$ cat src/rtl/sdram_bridge_pkg.sv
// Shared types and AXI encodings for the AXI4-to-APB bridge in front of the SDRAM controller.
package sdram_bridge_pkg;

    typedef enum logic [2:0] {
        S_IDLE,
        S_WR_DATA,
        S_SETUP,
        S_ACCESS,
        S_RD_RESP,
        S_WR_RESP
    } state_t;

    localparam logic [1:0] BURST_FIXED = 2'b00;
    localparam logic [1:0] BURST_INCR  = 2'b01;
    localparam logic [1:0] BURST_WRAP  = 2'b10;

    localparam logic [1:0] RESP_OKAY   = 2'b00;
    localparam logic [1:0] RESP_SLVERR = 2'b10;

endpackage

$ cat src/rtl/sdram_axi_addr_gen.sv
// Combinational AXI4 next-beat address: FIXED, INCR and WRAP; reserved burst behaves as INCR.
module sdram_axi_addr_gen
    import sdram_bridge_pkg::*;
#(
    parameter int ADDR_W = 32
) (
    input  logic [ADDR_W-1:0] i_addr,
    input  logic [2:0]        i_size,
    input  logic [7:0]        i_len,
    input  logic [1:0]        i_burst,
    output logic [ADDR_W-1:0] o_next_addr
);

    logic [1:0]        w_shift;
    logic [ADDR_W-1:0] w_bsize;
    logic [ADDR_W-1:0] w_incr;
    logic [ADDR_W-1:0] w_mask;

    // The data bus is 32 bits, so anything wider than a word is clamped to a word.
    assign w_shift = (i_size > 3'd2) ? 2'd2 : i_size[1:0];
    assign w_bsize = ADDR_W'(1) << w_shift;
    assign w_incr  = i_addr + w_bsize;
    assign w_mask  = ((ADDR_W'(i_len) + ADDR_W'(1)) << w_shift) - ADDR_W'(1);

    always_comb begin
        case (i_burst)
            BURST_FIXED: o_next_addr = i_addr;
            BURST_WRAP:  o_next_addr = (i_addr & ~w_mask) | (w_incr & w_mask);
            default:     o_next_addr = w_incr;
        endcase
    end

endmodule

$ cat src/rtl/sdram_axi_apb_bridge.sv
// AXI4 slave to APB master bridge: one burst in flight, each beat becomes one unbuffered APB transfer.
module sdram_axi_apb_bridge
    import sdram_bridge_pkg::*;
#(
    parameter int ADDR_W = 32,
    parameter int ID_W   = 4
) (
    input  logic              clock,
    input  logic              reset,
    input  logic              in_awvalid,
    output logic              in_awready,
    input  logic [ADDR_W-1:0] in_awaddr,
    input  logic [ID_W-1:0]   in_awid,
    input  logic [7:0]        in_awlen,
    input  logic [2:0]        in_awsize,
    input  logic [1:0]        in_awburst,
    input  logic              in_wvalid,
    output logic              in_wready,
    input  logic [31:0]       in_wdata,
    input  logic [3:0]        in_wstrb,
    input  logic              in_wlast,
    output logic              in_bvalid,
    input  logic              in_bready,
    output logic [ID_W-1:0]   in_bid,
    output logic [1:0]        in_bresp,
    input  logic              in_arvalid,
    output logic              in_arready,
    input  logic [ADDR_W-1:0] in_araddr,
    input  logic [ID_W-1:0]   in_arid,
    input  logic [7:0]        in_arlen,
    input  logic [2:0]        in_arsize,
    input  logic [1:0]        in_arburst,
    output logic              in_rvalid,
    input  logic              in_rready,
    output logic [31:0]       in_rdata,
    output logic [1:0]        in_rresp,
    output logic              in_rlast,
    output logic [ID_W-1:0]   in_rid,
    output logic              out_psel,
    output logic              out_penable,
    output logic              out_pwrite,
    output logic [ADDR_W-1:0] out_paddr,
    output logic [2:0]        out_pprot,
    output logic [31:0]       out_pwdata,
    output logic [3:0]        out_pstrb,
    input  logic              out_pready,
    input  logic              out_pslverr,
    input  logic [31:0]       out_prdata
);

    state_t            r_state, w_state_nxt;
    logic [ADDR_W-1:0] r_addr;
    logic [ID_W-1:0]   r_id;
    logic [7:0]        r_len, r_beat;
    logic [2:0]        r_size;
    logic [1:0]        r_burst;
    logic              r_write, r_err, r_rd_prio;
    logic [31:0]       r_pwdata, r_rdata;
    logic [3:0]        r_pstrb;
    logic [1:0]        r_rresp;

    logic [ADDR_W-1:0] w_next_addr;
    logic              w_grant_rd, w_grant_wr, w_contend, w_last;
    logic              w_unused;

    // Burst length comes from the counter alone; wlast carries no information here.
    assign w_unused = in_wlast;
    assign w_last   = (r_beat == r_len);

    sdram_axi_addr_gen #(.ADDR_W(ADDR_W)) u_addr_gen (
        .i_addr      (r_addr),
        .i_size      (r_size),
        .i_len       (r_len),
        .i_burst     (r_burst),
        .o_next_addr (w_next_addr)
    );

    // Round-robin flag only moves when both channels contend, so an uncontended grant keeps priority.
    assign w_contend  = (r_state == S_IDLE) && !reset && in_arvalid && in_awvalid;
    assign w_grant_rd = (r_state == S_IDLE) && !reset && in_arvalid && (!in_awvalid || r_rd_prio);
    assign w_grant_wr = (r_state == S_IDLE) && !reset && in_awvalid && (!in_arvalid || !r_rd_prio);

    always_ff @(posedge clock) begin
        if (reset) r_state <= S_IDLE;
        else       r_state <= w_state_nxt;
    end

    always_comb begin
        w_state_nxt = r_state;
        in_arready  = 1'b0;
        in_awready  = 1'b0;
        in_wready   = 1'b0;
        in_rvalid   = 1'b0;
        in_bvalid   = 1'b0;
        out_psel    = 1'b0;
        out_penable = 1'b0;
        case (r_state)
            S_IDLE: begin
                in_arready = w_grant_rd;
                in_awready = w_grant_wr;
                if (w_grant_rd)      w_state_nxt = S_SETUP;
                else if (w_grant_wr) w_state_nxt = S_WR_DATA;
            end
            S_WR_DATA: begin
                in_wready = 1'b1;
                if (in_wvalid) w_state_nxt = S_SETUP;
            end
            S_SETUP: begin
                out_psel    = 1'b1;
                w_state_nxt = S_ACCESS;
            end
            S_ACCESS: begin
                out_psel    = 1'b1;
                out_penable = 1'b1;
                if (out_pready) begin
                    if (!r_write)    w_state_nxt = S_RD_RESP;
                    else if (w_last) w_state_nxt = S_WR_RESP;
                    else             w_state_nxt = S_WR_DATA;
                end
            end
            S_RD_RESP: begin
                in_rvalid = 1'b1;
                if (in_rready) w_state_nxt = w_last ? S_IDLE : S_SETUP;
            end
            S_WR_RESP: begin
                in_bvalid = 1'b1;
                if (in_bready) w_state_nxt = S_IDLE;
            end
            default: w_state_nxt = S_IDLE;
        endcase
    end

    always_ff @(posedge clock) begin
        if (reset) begin
            r_addr    <= '0;
            r_id      <= '0;
            r_len     <= '0;
            r_size    <= '0;
            r_burst   <= '0;
            r_beat    <= '0;
            r_write   <= 1'b0;
            r_err     <= 1'b0;
            r_rd_prio <= 1'b1;
            r_pwdata  <= '0;
            r_pstrb   <= '0;
            r_rdata   <= '0;
            r_rresp   <= RESP_OKAY;
        end else begin
            if (w_contend) r_rd_prio <= !r_rd_prio;
            if (w_grant_rd) begin
                r_addr  <= in_araddr;
                r_id    <= in_arid;
                r_len   <= in_arlen;
                r_size  <= in_arsize;
                r_burst <= in_arburst;
                r_beat  <= '0;
                r_err   <= 1'b0;
                r_write <= 1'b0;
            end else if (w_grant_wr) begin
                r_addr  <= in_awaddr;
                r_id    <= in_awid;
                r_len   <= in_awlen;
                r_size  <= in_awsize;
                r_burst <= in_awburst;
                r_beat  <= '0;
                r_err   <= 1'b0;
                r_write <= 1'b1;
            end
            if (r_state == S_WR_DATA && in_wvalid) begin
                r_pwdata <= in_wdata;
                r_pstrb  <= in_wstrb;
            end
            if (r_state == S_ACCESS && out_pready) begin
                if (!r_write) begin
                    r_rdata <= out_prdata;
                    r_rresp <= out_pslverr ? RESP_SLVERR : RESP_OKAY;
                end else begin
                    r_err <= r_err | out_pslverr;
                    if (!w_last) begin
                        r_beat <= r_beat + 8'd1;
                        r_addr <= w_next_addr;
                    end
                end
            end
            if (r_state == S_RD_RESP && in_rready && !w_last) begin
                r_beat <= r_beat + 8'd1;
                r_addr <= w_next_addr;
            end
        end
    end

    assign in_rdata    = r_rdata;
    assign in_rresp    = r_rresp;
    assign in_rlast    = (r_state == S_RD_RESP) && w_last;
    assign in_rid      = r_id;
    assign in_bid      = r_id;
    assign in_bresp    = r_err ? RESP_SLVERR : RESP_OKAY;
    assign out_pwrite  = r_write;
    assign out_paddr   = r_addr;
    assign out_pprot   = 3'b000;
    assign out_pwdata  = r_pwdata;
    assign out_pstrb   = r_pstrb;

endmodule
$ cat config.mk
export PLATFORM = sky130hd
export DESIGN_NAME = sdram_axi_apb_bridge
export DESIGN_NICKNAME = d
export VERILOG_FILES = /design/src/rtl/sdram_bridge_pkg.sv /design/src/rtl/sdram_axi_addr_gen.sv /design/src/rtl/sdram_axi_apb_bridge.sv
export SDC_FILE = /design/constraint.sdc
export NUM_CORES = 1
export LEC_CHECK = 0
export CAP_MARGIN = 20
export CORE_MARGIN = 5
export CORE_UTILIZATION = 49
export DETAILED_ROUTE_END_ITERATION = 16
export MAX_ROUTING_LAYER = met4
export PLACE_DENSITY = 0.95
export SKIP_CTS_REPAIR_TIMING = 1
export SYNTH_ARGS = -nofsm -noshare
export SYNTH_HDL_FRONTEND = slang
export SYNTH_HIERARCHICAL = 1
export SYNTH_SLANG_ARGS = --single-unit
$ cat constraint.sdc
create_clock -name clock -period 6.45 [get_ports clock]
set_clock_uncertainty 0.1 [all_clocks]
set_input_delay 1.29 -clock clock [delete_from_list [all_inputs] [get_ports clock]]
set_output_delay 1.29 -clock clock [all_outputs]
set_load 0.02 [all_outputs]
==> results.json, run 1 <==
{
  "synthCells": 1038,
  "globalplace.congestion": 0.901,
  "global_route.usage.total": 0.286,
  "max-cap-violations": 0,
  "hold_viol_final": 0,
  "die_width_um": 137,
  "p_leak_nw": 4.04,
  "clk_pin_slew_ns": 0.06,
  "cp.required_ns": 5.06,
  "ys_seq_elements": 132,
  "clock_latency_ns": 0.42,
  "yosysWarnings": 6,
  "cts_made_buffers": 17,
  "holdCritPathClass": "register to register",
  "cts_buffer_depth": 2,
  "syn2layout_area_growth_pct": 44.4,
  "worst_pin_slew_ns": 1.03,
  "ir_worst_vdd_uv": 215,
  "root_buffer": "clkbuf_16",
  "grt-ovfl-total": 0,
  "cts_tree": "done",
  "drtPass1Iterations": 5,
  "final_cell_count_no_fill": 1507,
  "post_drt_wl_per_cell_um": 17.8,
  "num_vias": 8834,
  "drcViolationCount": 0,
  "max_freq_mhz": 201,
  "io_buffers": 293,
  "setup_viol_count_final": 0,
  "crit_slowest_cell": "clkdlybuf4s50_1",
  "synth_area_leader_cell": "dfxtp_1",
  "finalSetupTns_ns": 0,
  "rsz0062_at_grt": "no",
  "slowest_delay_ns": 0.68,
  "fin_crit_ns": 4.98,
  "detail-route-antenna-nets": 0,
  "die_area_um2": 18800,
  "arrival_ns": 3.59,
  "initial_core_util": 0.499,
  "die_h_um": 137,
  "diodes": 0,
  "dp_hpwl_mm": 19.1,
  "core_area_um2": 15900,
  "synth_commonest_cells": "nand2_1 (252), dfxtp_1 (132), a21oi_1 (87)",
  "start_kind": "input port",
  "outcome": "finished clean",
  "place_inst": 1475,
  "num_io_pins": 300,
  "drt_wl_total_mm": 26.8,
  "yosys-top-cells-area": "dfxtp_1 (33%), nand2_1 (12%), a21oi_1 (5.5%)",
  "drv_slew": 0,
  "synth.distinct_cells": 71,
  "yosysMostFrequentCell": "nand2_1",
  "fin_crit_sh": 0.772,
  "final_cell_area_um2": 11500,
  "antenna_found_initial": 0,
  "crit_type": "input port to primary output",
  "synth-async-reset-ratio": 0,
  "cts_max_level": 4,
  "nets": 1464,
  "synth_top_area_frac": 0.333,
  "viasPerCell": 5.86,
  "dpl_cell_area_um2": 10900,
  "powerDensity_nw_per_um2": 299,
  "endpoint_kind": "primary output",
  "grt_pass1_vias": 8557,
  "drt_iter0_markers": 788,
  "drive_gt1_frac": 0.0573,
  "synth-edff-count": 0,
  "path_max_fanout": 95,
  "syn_avg_cell_area_um2": 7.64,
  "ys.flop_type": "dfxtp_1",
  "relSlewSlack": 0.311,
  "syn-cell-area_um2": 7930,
  "crit_path_cell_trace": "buf_4, nor4_4, nand3_2, inv_2, clkdlybuf4s50_1",
  "synth-seq-area-share": 0.333,
  "rows": 46,
  "grt_pass1_wl_mm": 42.1,
  "grt_start_max_net_pins": 97,
  "numClockSinks": 132
}
## critical path, delay by kind of cell
family                 cells  cell delay, ns
buffers and inverters      3            1.46
and+or+nand+nor            2            0.82
## placed cells by master, fill, tap and decap left out, drive strengths merged, types with 5 or more instances in the layout
| cell | Yosys | routed |
|---|---|---|
| nand3 | 22 | 22 |
| dfxtp | 132 | 132 |
| conb | 3 | 7 |
| xor2 | 32 | 32 |
| clkdlybuf4s50 | 0 | 292 |
| and3 | 9 | 9 |
| ha | 8 | 8 |
| nand2b | 11 | 11 |
| o32a | 33 | 33 |
| nand3b | 34 | 34 |
| nand2 | 252 | 252 |
| nor3b | 5 | 5 |
| clkbuf | 59 | 18 |
| nor2 | 45 | 45 |
| nor3 | 13 | 13 |
| a311oi | 18 | 18 |
| o211ai | 6 | 6 |
| a32o | 33 | 33 |
| nor4 | 10 | 10 |
| a21oi | 89 | 89 |
| o21ai | 78 | 78 |
| and2 | 7 | 7 |
| inv | 17 | 23 |
| buf | 27 | 12 |
| a211oi | 7 | 7 |
| xnor2 | 22 | 22 |
## registers in the layout (all words and copies together) (netlist names)
name	flops
in_bid	4
in_rdata	32
in_rresp	1
out_paddr	32
out_pstrb	4
out_pwdata	32
out_pwrite	1
r_beat	8
r_burst	2
r_err	1
r_len	8
r_rd_prio	1
r_size	3
r_state	3
## layer usage
metal | track usage | routed length, um
met1 | 0.316 | 10300
met5 | - | 0
met4 | 0.118 | 930
met3 | 0.0778 | 2250
met2 | 0.488 | 13400
## stage by stage
stage	setup slack, ns	hold WS, ns	total power, mW	utilization
after global routing	1.26	0.367	3.62	0.721
final	1.47	0.352	3.43	0.721
after floorplan	2.75	0.342	1.97	-
after CTS	1.44	0.354	3.43	0.720
after detailed placement	1.45	0.346	2.45	0.683
after global placement	1.46	0.341	2.41	0.683
## path summary, 6_finish.rpt
check	startpoint	endpoint	slack (ns)	cells past startpoint
max reg2reg	r_size[2]$_SDFFE_PP0P_	out_paddr[31]$_SDFF_PP0_	2.69	10
min	out_pwdata[6]$_SDFFE_PP0P_	out_pwdata[6]$_SDFFE_PP0P_	0.35	2
min reg2reg	out_pwdata[6]$_SDFFE_PP0P_	out_pwdata[6]$_SDFFE_PP0P_	0.35	2
max	reset	in_awready	1.47	5
## where the power goes
group	total [mW]	leakage, nW	internal (mW)	switching [mW]
clock network	0.967	0.284	0.583	0.384
logic	1.36	2.68	0.610	0.749
registers	1.10	1.07	0.929	0.174
## area by class of cell
type | count | area [um^2]
clock buffers | 18 | 439
clock inverters | 13 | 146
fillers | 1215 | 4430
inverters | 18 | 72.6
multi-input cells | 806 | 4860
flip-flops and latches | 132 | 2640
well taps | 216 | 270
repair buffers | 304 | 3020
## cells by family (layout without fill, tap and decap cells)
| kind of cell | count (synthesis) | after routing | share of synthesized area |
|---|---|---|---|
| buf+inv | 104 | 353 | 0.0569 |
| compound gates | 302 | 302 | 0.265 |
| other cells | 3 | 7 | 0.00142 |
| fa+ha+maj | 10 | 10 | 0.0164 |
| mux | 6 | 6 | 0.00789 |
| flops | 132 | 132 | 0.333 |
| xor+xnor | 54 | 54 | 0.0606 |
| simple gates | 427 | 427 | 0.259 |
No activity file was read; power rests on OpenSTA's default activity.
==> inputs of run 2 (changes only) <==
- CORE_UTILIZATION: 49 -> 41
- PLACE_DENSITY: 0.95 -> 0.9
- clock period: 6.45 -> 4.39 ns (I/O delays scaled with it)
==> results.json, run 2 (synthesis results as in run 1) <==
{
  "outcome": "finished clean",
  "final_common_cell": "clkdlybuf4s50_1",
  "rsz0062_at_grt": "no",
  "nets": 1467,
  "drt_iter0_markers": 628,
  "grt_pass1_wl_mm": 42.5,
  "detail-route-antenna-nets": 0,
  "arrival_ns": 3.98,
  "holdCritPathClass": "register to register",
  "ir_worst_vdd_uv": 322,
  "hold_viol_final": 0,
  "cts_buffer_depth": 2,
  "fin_crit_sh": 0.861,
  "endpoint_kind": "register",
  "die_area_um2": 22200,
  "p_leak_nw": 4.05,
  "die_width_um": 149,
  "grt_start_max_net_pins": 95,
  "path_max_fanout": 18,
  "critPathBufInv": 1,
  "rows": 50,
  "root_buffer": "clkbuf_16",
  "viasPerCell": 5.58,
  "cp.required_ns": 4.59,
  "powerDensity_nw_per_um2": 437,
  "clockPowerShare": 0.279,
  "dpl_cell_area_um2": 11000,
  "antenna_found_initial": 0,
  "die_h_um": 149,
  "cts_made_buffers": 17,
  "drive_gt1_frac": 0.0595,
  "cpLargestDelayFamily": "simple AND/OR/NAND/NOR gates",
  "whs_ns": 0.355,
  "comb_power_share": 0.399,
  "intPower_mw": 3.07,
  "drtPass1Iterations": 6,
  "globalplace.congestion": 0.916,
  "n_fill_cell": 1666,
  "final_cell_mix": "clkdlybuf4s50_1 (292), nand2_1 (252), dfxtp_1 (132), a21oi_1 (87), o21ai_0 (77)",
  "final_cell_area_um2": 11600,
  "clock_latency_ns": 0.41,
  "dp_hpwl_mm": 19.4,
  "cts_tree": "done",
  "diodes": 0,
  "clk_pin_slew_ns": 0.07,
  "num_vias": 8676,
  "num_io_pins": 300,
  "max_freq_mhz": 265,
  "grt_pass1_vias": 8412,
  "p_sw_frac": 0.391,
  "drt_wl_total_mm": 27.4,
  "relSlewSlack": 0.313,
  "drcViolationCount": 0,
  "crit_slowest_cell": "or2_2",
  "cts_max_level": 4,
  "initial_core_util": 0.420,
  "worst_pin_slew_ns": 1.03,
  "numClockSinks": 132,
  "grt-ovfl-total": 0,
  "io_buffers": 293,
  "core_area_um2": 18900,
  "crit_type": "register to register",
  "seqPwrFrac": 0.322,
  "start_kind": "register",
  "max-cap-violations": 0,
  "syn2layout_area_growth_pct": 45.7,
  "setup_viol_count_final": 0,
  "switchingPower_mw": 1.97,
  "slowest_delay_ns": 0.53,
  "crit_path_cell_trace": "nor2_1, inv_2, ha_1, nand2_1, o21ai_0, nand4_1, or2_2, nor4_1, xor2_1, a32o_1",
  "post_drt_wl_per_cell_um": 17.6,
  "fin_crit_ns": 3.78,
  "drv_slew": 0,
  "finalSetupTns_ns": 0,
  "global_route.usage.total": 0.240
}
run 2: changes by cell type in the layout (fill, tap and decap cells not counted), moves of 2 or more:
cell	previous run	this run
buf_12	0	2
clkinv_2	2	0
clkinvlp_4	2	5
inv_8	0	2
run 2: worst reg2reg max path, stage by stage (launching register included):
cell     delay, ns
dfxtp_1       0.33
nor2_1        0.52
inv_2         0.29
ha_1          0.44
nand2_1       0.08
o21ai_0       0.25
nand4_1       0.46
or2_2         0.53
nor4_1        0.32
xor2_1        0.13
a32o_1        0.22
run 2: final cells by class:
cell class              instances  area, um^2  share of cell area
clock inverters                14         143              0.0123
multi-input cells             806        4860               0.421
repair buffers                307        3080               0.267
clock buffers                  18         429              0.0371
flip-flops and latches        132        2640               0.229
inverters                      18        72.6             0.00628
well taps                     260         325              0.0281
run 2: layer usage:
| layer | part of all wire | global-route usage | vias to the layer above |
|---|---|---|---|
| met5 | 0 | - | - |
| met1 | 0.40 | 0.278 | 4072 |
| met4 | 0.018 | 0.0755 | 0 |
| met2 | 0.50 | 0.415 | 376 |
| met3 | 0.077 | 0.0535 | 42 |
| li1 | - | - | 4186 |
run 2: stage by stage:
| step | util | worst slack (ns) | std cells | total power [mW] |
|---|---|---|---|---|
| 2_1_floorplan | - | 1.25 | 1042 | 2.89 |
| 6_report | 0.612 | 0.611 | 1555 | 5.05 |
| 5_1_grt | 0.612 | 0.404 | 1555 | 5.33 |
| 3_5_place_dp | 0.580 | 0.699 | 1522 | 3.64 |
| 3_3_place_gp | 0.580 | 0.864 | 1522 | 3.58 |
| 4_1_cts | 0.610 | 0.696 | 1554 | 5.06 |
run 2: power groups by stage:
stage	logic, mW	registers [mW]	clock network [mW]
2_1_floorplan	1.19	1.70	0
3_3_place_gp	1.94	1.63	0
6_report	2.02	1.63	1.41
5_1_grt	2.18	1.66	1.49
3_5_place_dp	1.99	1.65	0
4_1_cts	2.00	1.62	1.43
run 2: path summary, 6_finish.rpt:
kind                          startpoint                           to  slack (ns)  cells after the start
max               r_size[2]$_SDFFE_PP0P_     out_paddr[31]$_SDFF_PP0_        0.61                     10
min          out_pwdata[11]$_SDFFE_PP0P_  out_pwdata[11]$_SDFFE_PP0P_        0.35                      2
max reg2reg       r_size[2]$_SDFFE_PP0P_     out_paddr[31]$_SDFF_PP0_        0.61                     10
min reg2reg  out_pwdata[11]$_SDFFE_PP0P_  out_pwdata[11]$_SDFFE_PP0P_        0.35                      2
